$ cat src/rtl/reflet_mem_responder.sv
// rtl/reflet_mem_responder.sv - word-addressed RAM responder with req/ready/ack handshake and wait states
module reflet_mem_responder #(
  parameter int word_size   = 64,
  parameter int addr_size   = 64,
  parameter int depth       = 8,
  parameter int wait_states = 0
) (
  input  logic                 clk,
  input  logic                 reset,
  input  logic                 req,
  input  logic [addr_size-1:0] addr,
  input  logic                 write_en,
  input  logic [word_size-1:0] data_in,
  output logic [word_size-1:0] data_out,
  output logic                 ready,
  output logic                 ack,
  output logic                 err
);

  localparam int off_bits = $clog2(word_size / 8);
  localparam int idx_bits = addr_size - off_bits;
  localparam int mem_bits = $clog2(depth);
  localparam logic [3:0] wait_load = 4'(wait_states - 1);

  typedef enum logic {IDLE, WAIT} state_t;

  state_t               state, state_next;
  logic [3:0]           cnt, cnt_next;
  logic                 ready_next;
  logic                 accept;
  logic                 access;
  logic                 from_latch;

  logic [addr_size-1:0] addr_q;
  logic                 we_q;
  logic [word_size-1:0] data_q;

  logic [addr_size-1:0] acc_addr;
  logic                 acc_we;
  logic [word_size-1:0] acc_data;
  logic [idx_bits-1:0]  acc_idx;
  logic                 out_of_range;
  logic                 unused_offset;

  // Backing store; contents survive reset and start out as zero.
  logic [word_size-1:0] mem [depth] = '{default: '0};

  // With no wait states the access uses the live inputs on the accept edge;
  // otherwise it uses the copy latched at accept time.
  assign acc_addr      = from_latch ? addr_q : addr;
  assign acc_we        = from_latch ? we_q   : write_en;
  assign acc_data      = from_latch ? data_q : data_in;
  assign acc_idx       = acc_addr[addr_size-1:off_bits];
  assign out_of_range  = acc_idx >= idx_bits'(depth);
  assign unused_offset = ^acc_addr[off_bits-1:0];

  // Next-state logic: accept in IDLE, count down in WAIT, complete on cnt == 0.
  always_comb begin
    state_next = state;
    cnt_next   = cnt;
    ready_next = ready;
    accept     = 1'b0;
    access     = 1'b0;
    from_latch = 1'b0;
    case (state)
      IDLE: begin
        ready_next = 1'b1;
        if (ready && req) begin
          accept = 1'b1;
          if (wait_states == 0) begin
            access = 1'b1;
          end else begin
            state_next = WAIT;
            cnt_next   = wait_load;
            ready_next = 1'b0;
          end
        end
      end
      WAIT: begin
        if (cnt != 4'd0) begin
          cnt_next = cnt - 4'd1;
        end else begin
          access     = 1'b1;
          from_latch = 1'b1;
          state_next = IDLE;
          ready_next = 1'b1;
        end
      end
    endcase
  end

  // State register; reset drops any pending access.
  always_ff @(posedge clk) begin
    if (!reset) begin
      state <= IDLE;
      cnt   <= 4'd0;
      ready <= 1'b0;
    end else begin
      state <= state_next;
      cnt   <= cnt_next;
      ready <= ready_next;
    end
  end

  // Capture the request so the delayed access sees the accepted values.
  always_ff @(posedge clk) begin
    if (accept) begin
      addr_q <= addr;
      we_q   <= write_en;
      data_q <= data_in;
    end
  end

  // Completion outputs: read-before-write data, one-cycle ack/err pulses.
  always_ff @(posedge clk) begin
    if (!reset) begin
      ack      <= 1'b0;
      err      <= 1'b0;
      data_out <= '0;
    end else begin
      ack <= access;
      err <= access && out_of_range;
      if (access) begin
        data_out <= out_of_range ? '0 : mem[acc_idx[mem_bits-1:0]];
      end
    end
  end

  // Memory write, suppressed for out-of-range indices and while in reset.
  always_ff @(posedge clk) begin
    if (reset && access && acc_we && !out_of_range) begin
      mem[acc_idx[mem_bits-1:0]] <= acc_data;
    end
  end

endmodule

$ cat config.mk
export PLATFORM = sky130hd
export DESIGN_NAME = reflet_mem_responder
export DESIGN_NICKNAME = d
export VERILOG_FILES = /design/src/rtl/reflet_mem_responder.sv
export SDC_FILE = /design/constraint.sdc
export NUM_CORES = 1
export LEC_CHECK = 0
export CORE_ASPECT_RATIO = 0.75
export CORE_UTILIZATION = 30
export DETAILED_ROUTE_END_ITERATION = 7
export RECOVER_POWER = 100
export SETUP_SLACK_MARGIN = 0.4
export SLEW_MARGIN = 0
export SYNTH_ARGS = -nofsm -noshare
export SYNTH_HDL_FRONTEND = slang
export SYNTH_SLANG_ARGS = --single-unit
export TNS_END_PERCENT = 20
$ cat constraint.sdc
create_clock -name clk -period 26.9 [get_ports clk]
set_input_delay 2.69 -clock clk [delete_from_list [all_inputs] [get_ports clk]]
set_output_delay 2.69 -clock clk [all_outputs]
set_load 0.05 [all_outputs]
==> reports/metrics.cfg, run 1 <==
[final_layout]
final_common_cell = edfxtp_1
nets = 2055
drive_above_1_share_pct = 6.165
syn_to_final_growth_pct = 20.35
stdcell_area_um2 = 31150
final_core_util_pct = 36.77
finalNonFillerCells = 3109
final_cell_mix = edfxtp_1, nand2_1, o22ai_1

[synth]
async_flop_share_pct = 0
synth_fp_nets = 1866
synth_area_leaders = edfxtp_1, o22ai_1, dfxtp_1, nand2_1, nor2_1
synth_ff_type = edfxtp_1
netlist_instances = 1733
yosys_warnings = 0
synth-seq-area-share_pct = 79.59
synth_largest_area_cell = edfxtp_1
synth-edff-count = 638
ys_seq_elements = 710
yosys.area.top_type_share_pct = 74.02
syn-mean-instance-area_um2 = 14.93
syn_area_um2 = 25880
synth_cell_types = 44

[route]
detail-route-antenna-nets = 0
drt_first_pass_iters = 5
via_per_inst = 4.954
detail_route.wl_per_cell_um = 21.04
drc = 0
drt_wl_total_um = 65410
vias = 15400
drt_iter0_markers = 1368

[power]
p_seq_share_pct = 54.1
p_int_w = 0.001771
p_leak_nw = 10.30
p_switching_w = 0.0004712
power_frac_comb_pct = 3.8
switching_share_pct = 21.02
p_per_area_nw_per_um2 = 71.98
clock_power_share_pct = 42.0
peakVddDrop_uv = 41.54

[critical_path]
r2r-start = state
crit_path_end_kind = register
critical_path.max_fanout = 88
critical-path-max-stage-delay_ns = 2.83
start_kind = input port
path_cells = dlygate4sd3_1 > nand3b_1 > clkinvlp_2 > o21ai_0 > a21o_1 > nor3_1 > clkbuf_1
critPathSlowestCell = clkbuf_1
worst-r2r-cell-count = 6
startpoint = req
crit_arrival_ns = 10.89
path_class = in2reg
cp.required_ns = 27.03

[place]
place_worst_setup_slack_ns = 19.91
placed_area_um2 = 29060
dp_cells = 2978
dp_hpwl_um = 35870
port_buffers = 195
gp_congestion = 0.7268

[sta]
worst_slew_pin_slew_ns = 4.186
grt_setup_unrepaired = no
min_period_ns = 10.76
final.setup.tns_ns = 0
maxSlewViolCount = 652
max_freq_mhz = 92.94
finalCritPeriodShare_pct = 40.00
hold_viol_final = 0
maxSlewHeadroom_pct = -179.1
setup_viol_count_final = 0
fin_skew_ns = 0.02158
worst_slack_ns = 16.14

[clock_tree]
cts-hold-fix-buffers = 0
clk_latency_ns = 0.63
cts-resized-gates = 0
clock-sinks = 710
htreeDepth = 3
clkTransAtPathRegs_ns = 0.06
cts_buffers = 70
cts_max_path_buffers = 3
post_cts.repair.setup_buffers = 0
cts_root_buffer = clkbuf_16
cts_tree = yes

[worst_hold_path]
min_path_cells = 2
hold_start = data_out[25]
hold_class = reg2reg

[run_status]
violations = max-capacitance violations, max-slew violations
status = finished with violations

[floorplanning]
die_h_um = 256.4
coreArea_um2 = 84720
ios = 199
dieArea_um2 = 87470
std_cell_rows = 92
die_w_um = 341.2
start_util_pct = 30.55

[run]
drv_cap = 14

[grt]
grt_pass1_wl_um = 97500
grt_pass1_vias = 15630
grt_overflow = 0
antenna_found_initial = 11
grt_util_all_layers_pct = 14.79
grt_start_max_net_pins = 89

[routing by layer]
layer  routed length (um)  vias up  global-route usage (%)  part of all wire (%)
li1                     -     7088                       -                     -
met1                29550     7744                   20.44                    45
met2                30060      447                   23.33                    46
met3                 4336      113                   3.455                   6.6
met4                 1402       10                   3.824                   2.1
met5                   68        -                       0                  0.10
[worst max-delay path, delay by kind of cell]
| family | cells | cell delay, ns |
|---|---|---|
| buffers and inverters | 3 | 5.59 |
| AND/OR/NAND/NOR | 2 | 1.74 |
| AO/OA/AOI/OAI | 2 | 0.79 |
[cell type report]
type	count	area [um^2]
fillers	7993	53570
flip-flops and latches	710	20600
multi-input cells	910	4823
repair buffers	218	2064
clock buffers	98	1908
well taps	1128	1411
clock inverters	31	290.3
inverters	12	46.29
diodes	2	5.005
[flip-flops by register name, summed over array words and instances (netlist names)]
name	count
err	1
data_q	64
we_q	1
addr_q	61
data_out	64
ready	1
cnt	4
ack	1
mem	512
state	1
[path summary, 6_finish.rpt]
check / end / slack (ns)
hold reg to reg: data_out[25] / 0.45
setup / recovery: mem[5][50] / 16.14
hold / removal: data_out[25] / 0.45
setup reg to reg: mem[5][50] / 18.23
[kinds of logic (layout without fill, tap and decap cells)]
family	count (synthesis)	in the layout	share of synthesized area, %
DFF	710	710	79.59
other	0	2	0
adders and majority gates	1	1	0.04833
muxes	9	9	0.4254
buffers and inverters	113	359	2.137
and+or+nand+nor	515	515	8.706
xor gates and xnor gates	3	3	0.1015
AOI/OAI and AO/OA	382	382	8.992
[cell usage after synthesis (2+ instances only)]
cell	n
buf_1	10
clkbuf_1	46
o21ai_1	26
dfxtp_1	72
o21ai_0	69
nor2b_1	2
mux2i_1	4
nor4_1	26
nand2_1	299
nand4_1	4
o22ai_1	253
buf_4	4
buf_6	6
or4_1	30
and2_1	4
nor3_1	18
nor3b_1	7
edfxtp_1	638
a22oi_1	28
inv_1	12
nand2b_1	6
xnor2_1	2
nand3b_1	7
mux2_4	3
buf_2	33
nor2_1	100
nand3_1	7
[power groups by stage]
stage | logic, W | registers (W) | clock network (W)
after floorplan | 0.0000444 | 0.00124 | 0
after global placement | 0.0000885 | 0.00124 | 0
after detailed placement | 0.0000909 | 0.00124 | 0
after CTS | 0.0000911 | 0.00121 | 0.000962
after global routing | 0.0000941 | 0.00121 | 0.00100
final | 0.0000859 | 0.00121 | 0.000942
[through the flow]
step / hold WS (ns) / power, W
after floorplan: 0.4856 / 0.001281
after global placement: 0.4421 / 0.001324
after detailed placement: 0.4413 / 0.001327
after CTS: 0.4496 / 0.002266
after global routing: 0.4691 / 0.002312
final: 0.4454 / 0.002242
Power figures use the tool's default switching activity.
==> run 2, diff against run 1 <==
clock period = 10.78 ns   (was 26.9 ns; I/O delays follow)
==> run 2 against run 1 <==
The flow still finishes with violations (max-capacitance violations, max-slew violations); via count is 1.1% higher; combinational power is 150% higher; setup slack worse by 12 ns; hold slack better by 0.0038 ns; routed wire length is 1.5% higher; largest power group unchanged; highest routed layer unchanged.
==> reports/metrics.cfg, run 2 (same netlist as run 1, synthesis figures left out) <==
[sta]
setup_viol_count_final = 0  ; unchanged
worst_slew_pin_slew_ns = 5.018  ; +0.8319 ns
max_freq_mhz = 140.3
maxSlewViolCount = 391  ; -40%
final.setup.tns_ns = 0  ; unchanged
maxSlewHeadroom_pct = -234.5  ; -55 points
fin_skew_ns = 0.02927  ; +0.007686 ns
min_period_ns = 7.127
hold_viol_final = 0  ; unchanged
finalCritPeriodShare_pct = 66.12
grt_setup_unrepaired = no
worst_slack_ns = 3.653  ; -12.49 ns

[worst_hold_path]
hold_end = data_out[43]
hold_class = reg2reg
hold_start = data_out[43]
min_path_cells = 2  ; unchanged

[final_layout]
stdcell_area_um2 = 31410  ; +0.83%
syn_to_final_growth_pct = 21.35
final_common_cell = edfxtp_1
largest_register_ff_count = 512  ; unchanged
drive_above_1_share_pct = 7.107  ; +0.94 points
nets = 2058  ; +0.15%
final_cell_mix = edfxtp_1, nand2_1, o22ai_1

[run]
drv_cap = 10  ; -4

[power]
peakVddDrop_uv = 105.1  ; +150%
p_per_area_nw_per_um2 = 183.8  ; +160%
p_leak_nw = 10.45  ; +1.4%

[clock_tree]
cts_max_path_buffers = 3  ; unchanged
cts_buffers = 73  ; +4.3%
cts-resized-gates = 0  ; unchanged
cts_root_buffer = clkbuf_16
post_cts.repair.setup_buffers = 0  ; unchanged
cts_tree = yes
cts-hold-fix-buffers = 0  ; unchanged
clk_latency_ns = 0.62  ; about the same
htreeDepth = 3  ; unchanged
clock-sinks = 710  ; unchanged
clkTransAtPathRegs_ns = 0.06  ; about the same

[run_status]
status = finished with violations
violations = max-capacitance violations, max-slew violations

[route]
drt_iter0_markers = 1364  ; -0.29%
drt_first_pass_iters = 8  ; +3
detail-route-antenna-nets = 0  ; unchanged
detail_route.wl_per_cell_um = 21.31  ; +1.3%
via_per_inst = 4.999  ; +0.91%
drc = 0  ; unchanged
drt_wl_total_um = 66400  ; +1.5%
vias = 15580  ; +1.1%

[place]
gp_congestion = 0.7339  ; +0.98%
port_buffers = 195  ; unchanged
placed_area_um2 = 29060  ; unchanged
dp_hpwl_um = 36410  ; +1.5%
place_worst_setup_slack_ns = 5.742  ; -14.17 ns

[floorplanning]
ios = 199  ; unchanged
die_w_um = 341.2  ; unchanged
start_util_pct = 30.55  ; unchanged
coreArea_um2 = 84720  ; unchanged
std_cell_rows = 92  ; unchanged
dieArea_um2 = 87470  ; unchanged
die_h_um = 256.4  ; unchanged

[critical_path]
critPathSlowestCell = nand2_1
path_cells = inv_1 > ha_1 > nor3b_1 > nand2_1 > mux2i_1 > o221ai_2 > clkbuf_1 > nor3_1 > clkbuf_1
cp_top_family = simple AND/OR/NAND/NOR gates
rr_endpoint = mem[4][56]
worst-r2r-cell-count = 9  ; +3
path_buf_inv = 3  ; unchanged
critical_path.max_fanout = 69  ; -22%
ff2ff_setup_slack_ns = 3.65  ; -14.58 ns
r2r-start = cnt[0]
cp.required_ns = 10.94  ; -16.09 ns
crit_arrival_ns = 7.29  ; -3.60 ns
path_class = reg2reg
cp_common_cell = clkbuf_1
crit_path_end_kind = register
critical-path-max-stage-delay_ns = 1.91  ; -0.92 ns
start_kind = register

[grt]
grt_overflow = 0  ; unchanged
antenna_found_initial = 15  ; +4
grt_start_max_net_pins = 76  ; -15%
grt_pass1_wl_um = 100400  ; +3.0%
grt_util_all_layers_pct = 15.17  ; +0.37 points
grt_pass1_vias = 16020  ; +2.5%

[run 2: cell types whose count changed in the layout (fill, tap and decap cells not counted), sizes merged]
cell           change
inv                +1
buf                +5
clkbuf             -1
diode              +2
clkinv             -1
dlygate4sd3        -1
bufinv             +1
clkdlybuf4s50      +1
[run 2: through the flow]
step	hold WS, ns	utilization, %	power, W	instances
floorplan	0.4856	-	0.003196	1733
global placement	0.4419	34.30	0.003303	2978
detailed placement	0.4395	34.30	0.003311	2978
CTS	0.4478	37.17	0.005839	3112
global route	0.4812	37.07	0.005958	3114
finish	0.4492	37.07	0.005772	3116
[run 2: how the worst max path moves through the flow]
stage	start	to	slack, ns	cells past startpoint
4_1_cts	cnt[0]	mem[2][38]	5.87	9
2_1_floorplan	req	mem[4][0]	1.45	5
3_3_place_gp	addr[16]	mem[2][48]	5.78	8
5_1_grt	cnt[0]	mem[2][42]	3.05	9
6_report	cnt[0]	mem[4][56]	3.65	9
3_5_place_dp	addr[16]	mem[2][28]	5.74	8
[run 2: layout make-up]
| cell class | instances | area, um^2 |
|---|---|---|
| fillers | 7969 | 53310 |
| flip-flops and latches | 710 | 20600 |
| multi-input cells | 910 | 4823 |
| repair buffers | 218 | 2083 |
| clock buffers | 102 | 2078 |
| well taps | 1128 | 1411 |
| clock inverters | 32 | 355.3 |
| inverters | 12 | 46.29 |
| diodes | 4 | 10.01 |
[run 2: where the power goes]
| part | switching, W | leakage [nW] | internal (W) |
|---|---|---|---|
| Combinational | 0.000141 | 2.90 | 0.0000731 |
| Sequential | 0.00000618 | 6.36 | 0.00302 |
| Clock | 0.00107 | 1.19 | 0.00146 |
[run 2: per-layer routing]
layer,wire (um),GRT usage [%]
met5,28,0
met2,31340,24.49
met3,4839,3.299
met1,28800,20.54
met4,1390,4.136
[run 2: worst register-to-register path: cells and delay by family, from the launching register on]
kind,cells,cell delay [ns]
buf+inv,3,2.23
simple gates,3,2.65
flops,1,0.31
compound gates,1,0.18
fa+ha+maj,1,0.20
mux,1,1.08
